## src/rtl/store_pkg.sv

```systemverilog
// Shared definitions for the store alignment path: funct3 encodings, size/strobe helpers
// and the store-buffer entry layout (sized for the widest supported XLEN/address).
package store_pkg;

    localparam logic [2:0] F3_SB = 3'b000;
    localparam logic [2:0] F3_SH = 3'b001;
    localparam logic [2:0] F3_SW = 3'b010;
    localparam logic [2:0] F3_SD = 3'b011;

    // Fields are 64-bit wide; narrower configurations use the low bits only.
    typedef struct packed {
        logic [63:0] addr;
        logic [63:0] wdata;
        logic [7:0]  wstrb;
    } store_entry_t;

    function automatic logic [3:0] size_from_funct3(input logic [2:0] funct3);
        logic [3:0] size;
        case (funct3)
            F3_SB:   size = 4'd1;
            F3_SH:   size = 4'd2;
            F3_SW:   size = 4'd4;
            F3_SD:   size = 4'd8;
            default: size = 4'd1;
        endcase
        return size;
    endfunction

    function automatic logic [7:0] strb_mask(input logic [3:0] size, input logic [2:0] off);
        logic [8:0] ones;
        ones = (9'd1 << size) - 9'd1;
        return ones[7:0] << off;
    endfunction

endpackage

```

## src/rtl/sb_fifo.sv

```systemverilog
// Generic synchronous FIFO with occupancy count; push and pop may occur in the same cycle.
module sb_fifo #(
    parameter int unsigned WIDTH = 8,
    parameter int unsigned DEPTH = 4
) (
    input  logic                       clk,
    input  logic                       rst_n,
    input  logic                       push,
    input  logic [WIDTH-1:0]           push_data,
    input  logic                       pop,
    output logic [WIDTH-1:0]           pop_data,
    output logic [$clog2(DEPTH):0]     count,
    output logic                       full,
    output logic                       empty
);
    localparam int unsigned AW = $clog2(DEPTH);
    localparam int unsigned CW = AW + 1;

    logic [WIDTH-1:0] mem_q [DEPTH];
    logic [AW-1:0]    wr_ptr_q, rd_ptr_q;
    logic [CW-1:0]    count_q;
    logic             do_push, do_pop;

    assign do_push = push && !full;
    assign do_pop  = pop && !empty;

    always_ff @(posedge clk or negedge rst_n) begin
        if (!rst_n) begin
            for (int i = 0; i < DEPTH; i++) begin
                mem_q[i] <= '0;
            end
            wr_ptr_q <= '0;
            rd_ptr_q <= '0;
            count_q  <= '0;
        end else begin
            if (do_push) begin
                mem_q[wr_ptr_q] <= push_data;
                wr_ptr_q        <= wr_ptr_q + AW'(1);
            end
            if (do_pop) begin
                rd_ptr_q <= rd_ptr_q + AW'(1);
            end
            if (do_push && !do_pop) begin
                count_q <= count_q + CW'(1);
            end else if (!do_push && do_pop) begin
                count_q <= count_q - CW'(1);
            end
        end
    end

    assign pop_data = mem_q[rd_ptr_q];
    assign count    = count_q;
    assign full     = (count_q == CW'(DEPTH));
    assign empty    = (count_q == '0);

endmodule

```

## src/rtl/store_align_buffer.sv

```systemverilog
// Store path: aligns SB/SH/SW/SD requests into lane-shifted writes with strobes and queues
// them for memory. Optional macro STORE_MISALIGN_TRAP_EN drops misaligned stores and flags them.
module store_align_buffer
    import store_pkg::*;
#(
    parameter int unsigned XLEN   = 32,
    parameter int unsigned ADDR_W = 32,
    parameter int unsigned DEPTH  = 4
) (
    input  logic                     clk,
    input  logic                     rst_n,
    input  logic                     st_valid,
    output logic                     st_ready,
    input  logic [ADDR_W-1:0]        st_addr,
    input  logic [XLEN-1:0]          st_data,
    input  logic [2:0]               st_funct3,
    output logic                     st_misalign,
    output logic                     st_illegal,
    output logic                     mem_valid,
    input  logic                     mem_ready,
    output logic [ADDR_W-1:0]        mem_addr,
    output logic [XLEN-1:0]          mem_wdata,
    output logic [XLEN/8-1:0]        mem_wstrb,
    output logic [$clog2(DEPTH):0]   sb_count,
    output logic                     sb_empty
);
    localparam int unsigned NB = XLEN / 8;
    localparam int unsigned OW = $clog2(NB);

    logic [2:0]   off3, eff_off, size_m1;
    logic [3:0]   size;
    logic         illegal, misalign_raw, drop;
    logic [7:0]   byte_en, strb8;
    logic [63:0]  st64, masked64, shifted64;
    logic         accept, push, pop, full, empty;
    store_entry_t entry, head;
    logic         illegal_q;

    always_comb begin
        off3         = 3'(st_addr[OW-1:0]);
        illegal      = !((st_funct3 inside {F3_SB, F3_SH, F3_SW}) ||
                         (XLEN == 64 && st_funct3 == F3_SD));
        size         = size_from_funct3(st_funct3);
        size_m1      = 3'(size - 4'd1);
        misalign_raw = (off3 & size_m1) != 3'd0;
`ifdef STORE_MISALIGN_TRAP_EN
        eff_off      = off3;
        drop         = illegal || misalign_raw;
`else
        // Low address bits below the access size are ignored.
        eff_off      = off3 & ~size_m1;
        drop         = illegal;
`endif
        byte_en  = strb_mask(size, 3'd0);
        st64     = 64'(st_data);
        masked64 = '0;
        for (int i = 0; i < 8; i++) begin
            masked64[8*i +: 8] = byte_en[i] ? st64[8*i +: 8] : 8'h00;
        end
        shifted64   = masked64 << {eff_off, 3'b000};
        strb8       = strb_mask(size, eff_off);
        entry.addr  = 64'({st_addr[ADDR_W-1:OW], {OW{1'b0}}});
        entry.wdata = shifted64;
        entry.wstrb = strb8;
    end

    assign accept = st_valid && st_ready;
    assign push   = accept && !drop;
    assign pop    = mem_valid && mem_ready;

    sb_fifo #(
        .WIDTH ($bits(store_entry_t)),
        .DEPTH (DEPTH)
    ) u_fifo (
        .clk       (clk),
        .rst_n     (rst_n),
        .push      (push),
        .push_data (entry),
        .pop       (pop),
        .pop_data  (head),
        .count     (sb_count),
        .full      (full),
        .empty     (empty)
    );

    assign st_ready  = !full;
    assign sb_empty  = empty;
    assign mem_valid = !empty;
    assign mem_addr  = head.addr[ADDR_W-1:0];
    assign mem_wdata = head.wdata[XLEN-1:0];
    assign mem_wstrb = head.wstrb[NB-1:0];

    always_ff @(posedge clk or negedge rst_n) begin
        if (!rst_n) begin
            illegal_q <= 1'b0;
        end else begin
            illegal_q <= accept && illegal;
        end
    end
    assign st_illegal = illegal_q;

`ifdef STORE_MISALIGN_TRAP_EN
    logic misalign_q;
    always_ff @(posedge clk or negedge rst_n) begin
        if (!rst_n) begin
            misalign_q <= 1'b0;
        end else begin
            misalign_q <= accept && !illegal && misalign_raw;
        end
    end
    assign st_misalign = misalign_q;
`else
    logic unused_misalign;
    assign unused_misalign = misalign_raw;
    assign st_misalign     = 1'b0;
`endif

    // Upper bits of the wide entry/intermediates are unused in narrower configurations.
    logic unused_bits;
    assign unused_bits = ^{head, shifted64, strb8};

endmodule

```

## config.mk

```make
export PLATFORM = sky130hd
export DESIGN_NAME = store_align_buffer
export DESIGN_NICKNAME = d
export VERILOG_FILES = /design/src/rtl/store_pkg.sv /design/src/rtl/sb_fifo.sv /design/src/rtl/store_align_buffer.sv
export SDC_FILE = /design/constraint.sdc
export NUM_CORES = 1
export LEC_CHECK = 0
export ABC_CLOCK_PERIOD_IN_PS = 2300
export BUFFER_PORTS_ARGS = -buffer_cell sky130_fd_sc_hd__buf_2
export CAP_MARGIN = 0
export CORE_MARGIN = 8
export CORE_UTILIZATION = 50
export DETAILED_ROUTE_END_ITERATION = 8
export HOLD_SLACK_MARGIN = 0.06
export PLACE_DENSITY = 0.67
export SKIP_CTS_REPAIR_TIMING = 1
export SYNTH_ARGS = -nofsm -noshare
export SYNTH_HDL_FRONTEND = slang
export SYNTH_HIERARCHICAL = 1
export SYNTH_SLANG_ARGS = --single-unit
export TNS_END_PERCENT = 5
```

## constraint.sdc

```tcl
create_clock -name clk -period 2.3 [get_ports clk]
set_input_delay 0.46 -clock clk [delete_from_list [all_inputs] [get_ports clk]]
set_output_delay 0.46 -clock clk [all_outputs]
set_load 0.01 [all_outputs]
```

==> impl_metrics.py <==
metrics = {
    "power_and_ir_drop": {
        "switching_share_pct": 29.5,
        "power_mw": 22.4,
        "ir_worst_vdd_uv": 812,
        "p_int_mw": 15.8,
        "power_frac_clock_pct": 22.7,
        "power_density_nw_per_um2": 1430,
        "power_frac_comb_pct": 40.6,
        "power_leakage_nw": 7.17,
        "p_seq_share_pct": 36.7,
        "p_switching_mw": 6.63,
    },
    "placement": {
        "placed_area_um2": 14100,
        "port_buffers": 145,
        "detailed_place_hpwl_um": 18500,
        "gp_congestion": 0.841,
    },
    "timing": {
        "worst_slew_pin_slew_ns": 0.567,
        "hold_viol": 0,
        "max_slew_margin_pct": 61.9,
        "layout_worst_path_cycle_share_pct": 108,
        "rsz0062_at_grt": "true",
        "slew_viol_final": 0,
        "min_period_ns": 2.48,
        "worst_clock_skew_ns": 0.0197,
        "setup-tns-final_ns": -7.78,
        "whs_ns": 0.177,
        "setup_violations": 68,
        "worst_slack_ns": -0.176,
        "timing.fmax_mhz": 404,
    },
    "run_status": {
        "status": "finished, violations left",
        "violations": "negative setup slack",
    },
    "layout": {
        "drive_above_1_share_pct": 55.9,
        "fin_area_um2": 15700,
        "syn2layout_area_growth_pct": 22.0,
        "most-common-layout-cells": "278 x dfrtp_1, 224 x mux2_2, 104 x buf_2, 68 x mux4_2, 50 x mux2_1",
        "ff_latch_area_um2": 7010,
        "nFillCells": 1921,
        "final_common_cell": "dfrtp_1",
        "antennaDiodeCount": 0,
        "multiInputGateArea_um2": 5440,
        "finalNetCount": 1050,
    },
    "route": {
        "met1Wirelength_um": 12900,
        "routed.top_layer": "met4",
        "viasPerCell": 5.58,
        "routed_wirelength_um": 28300,
        "met2WireLength_um": 13400,
        "drtAntennaViolNets": 0,
        "drtIter0Drc": 353,
        "vias": 7399,
        "detail_route.first_pass.iterations": 4,
        "wl_per_cell_um": 21.4,
        "wl_met3_um": 1710,
        "drc": 0,
    },
    "floorplanning": {
        "chipWidth_um": 176,
        "io_pins": 147,
        "die_h_um": 176,
        "rows": 58,
        "die_area_um2": 31100,
        "core_um2": 25200,
        "initial_core_util_pct": 51.0,
    },
    "clocking": {
        "clockBufferDepth": 3,
        "cts_tree": "built",
        "clk_latency_ns": 0.54,
        "cts_buffers": 30,
        "cts_root_buffer": "clkbuf_16",
        "numClockSinks": 280,
        "htreeDepth": 1,
        "clkTransAtPathRegs_ns": 0.06,
    },
    "critical_path": {
        "regToRegStartpoint": "u_fifo/count[1]",
        "crit_fanout": 8,
        "cp.arrival_ns": 2.02,
        "cp-end-kind": "output port",
        "worst-setup-path-type": "register to output port",
        "r2r_setup_slack_ns": 0.21,
        "r2r-end": "u_fifo/count[1]",
        "cp.required_ns": 1.84,
        "reg2reg_depth": 8,
        "start_kind": "register",
    },
    "worst_hold_path": {
        "min_path_type": "input port to register",
        "hold_path_end": "st_illegal",
        "whs_path_depth": 3,
        "min_from": "st_valid",
    },
    "yosys": {
        "netlist_area_um2": 12800,
        "postSynthAreaPerCell_um2": 16.0,
        "netlist_instances": 804,
        "yosys_warnings": 6,
    },
    "grt": {
        "grt_overflow": 0,
        "grt_pass1_vias": 8088,
        "grt_max_degree": 61,
        "grt_first_pass_wirelength_um": 45400,
        "antenna_found_initial": 0,
        "grtUsageTotal_pct": 18.2,
    },
    "job": {
        "drv_cap": 0,
    },
}
power groups by stage:
stage | Clock, mW | Combinational, mW | Sequential, mW
global placement | 0 | 7.79 | 8.33
CTS | 5.19 | 7.95 | 8.34
finish | 5.09 | 9.11 | 8.24
global route | 5.40 | 9.77 | 8.56
floorplan | 0 | 5.65 | 7.92
detailed placement | 0 | 7.94 | 8.41
flip-flops by register name, indices dropped and copies added (netlist names):
| signal | count |
|---|---|
| u_fifo/mem_q | 272 |
| st_illegal | 1 |
| u_fifo/wr_ptr_q | 2 |
| u_fifo/count | 3 |
| u_fifo/rd_ptr_q | 2 |
stage by stage:
stage	setup slack (ns)	instances	util (%)
after global routing	-0.228	1327	62.2
after CTS	-0.266	1315	60.3
after detailed placement	-0.0227	1259	56.1
final	-0.176	1327	62.2
after floorplan	0.0290	812	-
after global placement	0.0543	1259	56.1
area by class of cell:
| type | instances | share of cell area [%] |
|---|---|---|
| Tap cell | 330 | 2.63 |
| Clock inverter | 13 | 1.11 |
| Timing Repair Buffer | 199 | 10.9 |
| Multi-Input combinational cell | 456 | 34.7 |
| Clock buffer | 43 | 5.69 |
| Sequential cell | 280 | 44.8 |
| Inverter | 6 | 0.144 |
worst max-delay path by stage:
stage | from | end | slack, ns
after floorplan | u_fifo/count[2] | u_fifo/count[2] | 0.03
after global placement | st_funct3[0] | u_fifo/count[2] | 0.05
after detailed placement | st_funct3[0] | u_fifo/count[2] | -0.02
after CTS | u_fifo/rd_ptr_q[0] | mem_wdata[17] | -0.27
after global routing | u_fifo/rd_ptr_q[0] | mem_wstrb[2] | -0.23
final | u_fifo/rd_ptr_q[0] | mem_wstrb[2] | -0.18
critical path, cell delays in order (launching register included):
cell and delay, ns:
dfrtp_4 0.46, buf_12 0.17, buf_12 0.14, mux4_2 0.55
buf_6 0.15
per-layer routing:
| metal | up-vias | global-route usage (%) |
|---|---|---|
| li1 | 3302 | - |
| met1 | 3874 | 25.7 |
| met2 | 192 | 28.7 |
| met3 | 31 | 3.82 |
| met4 | 0 | 3.89 |
| met5 | - | 0 |
No activity file was read; power rests on OpenSTA's default activity.
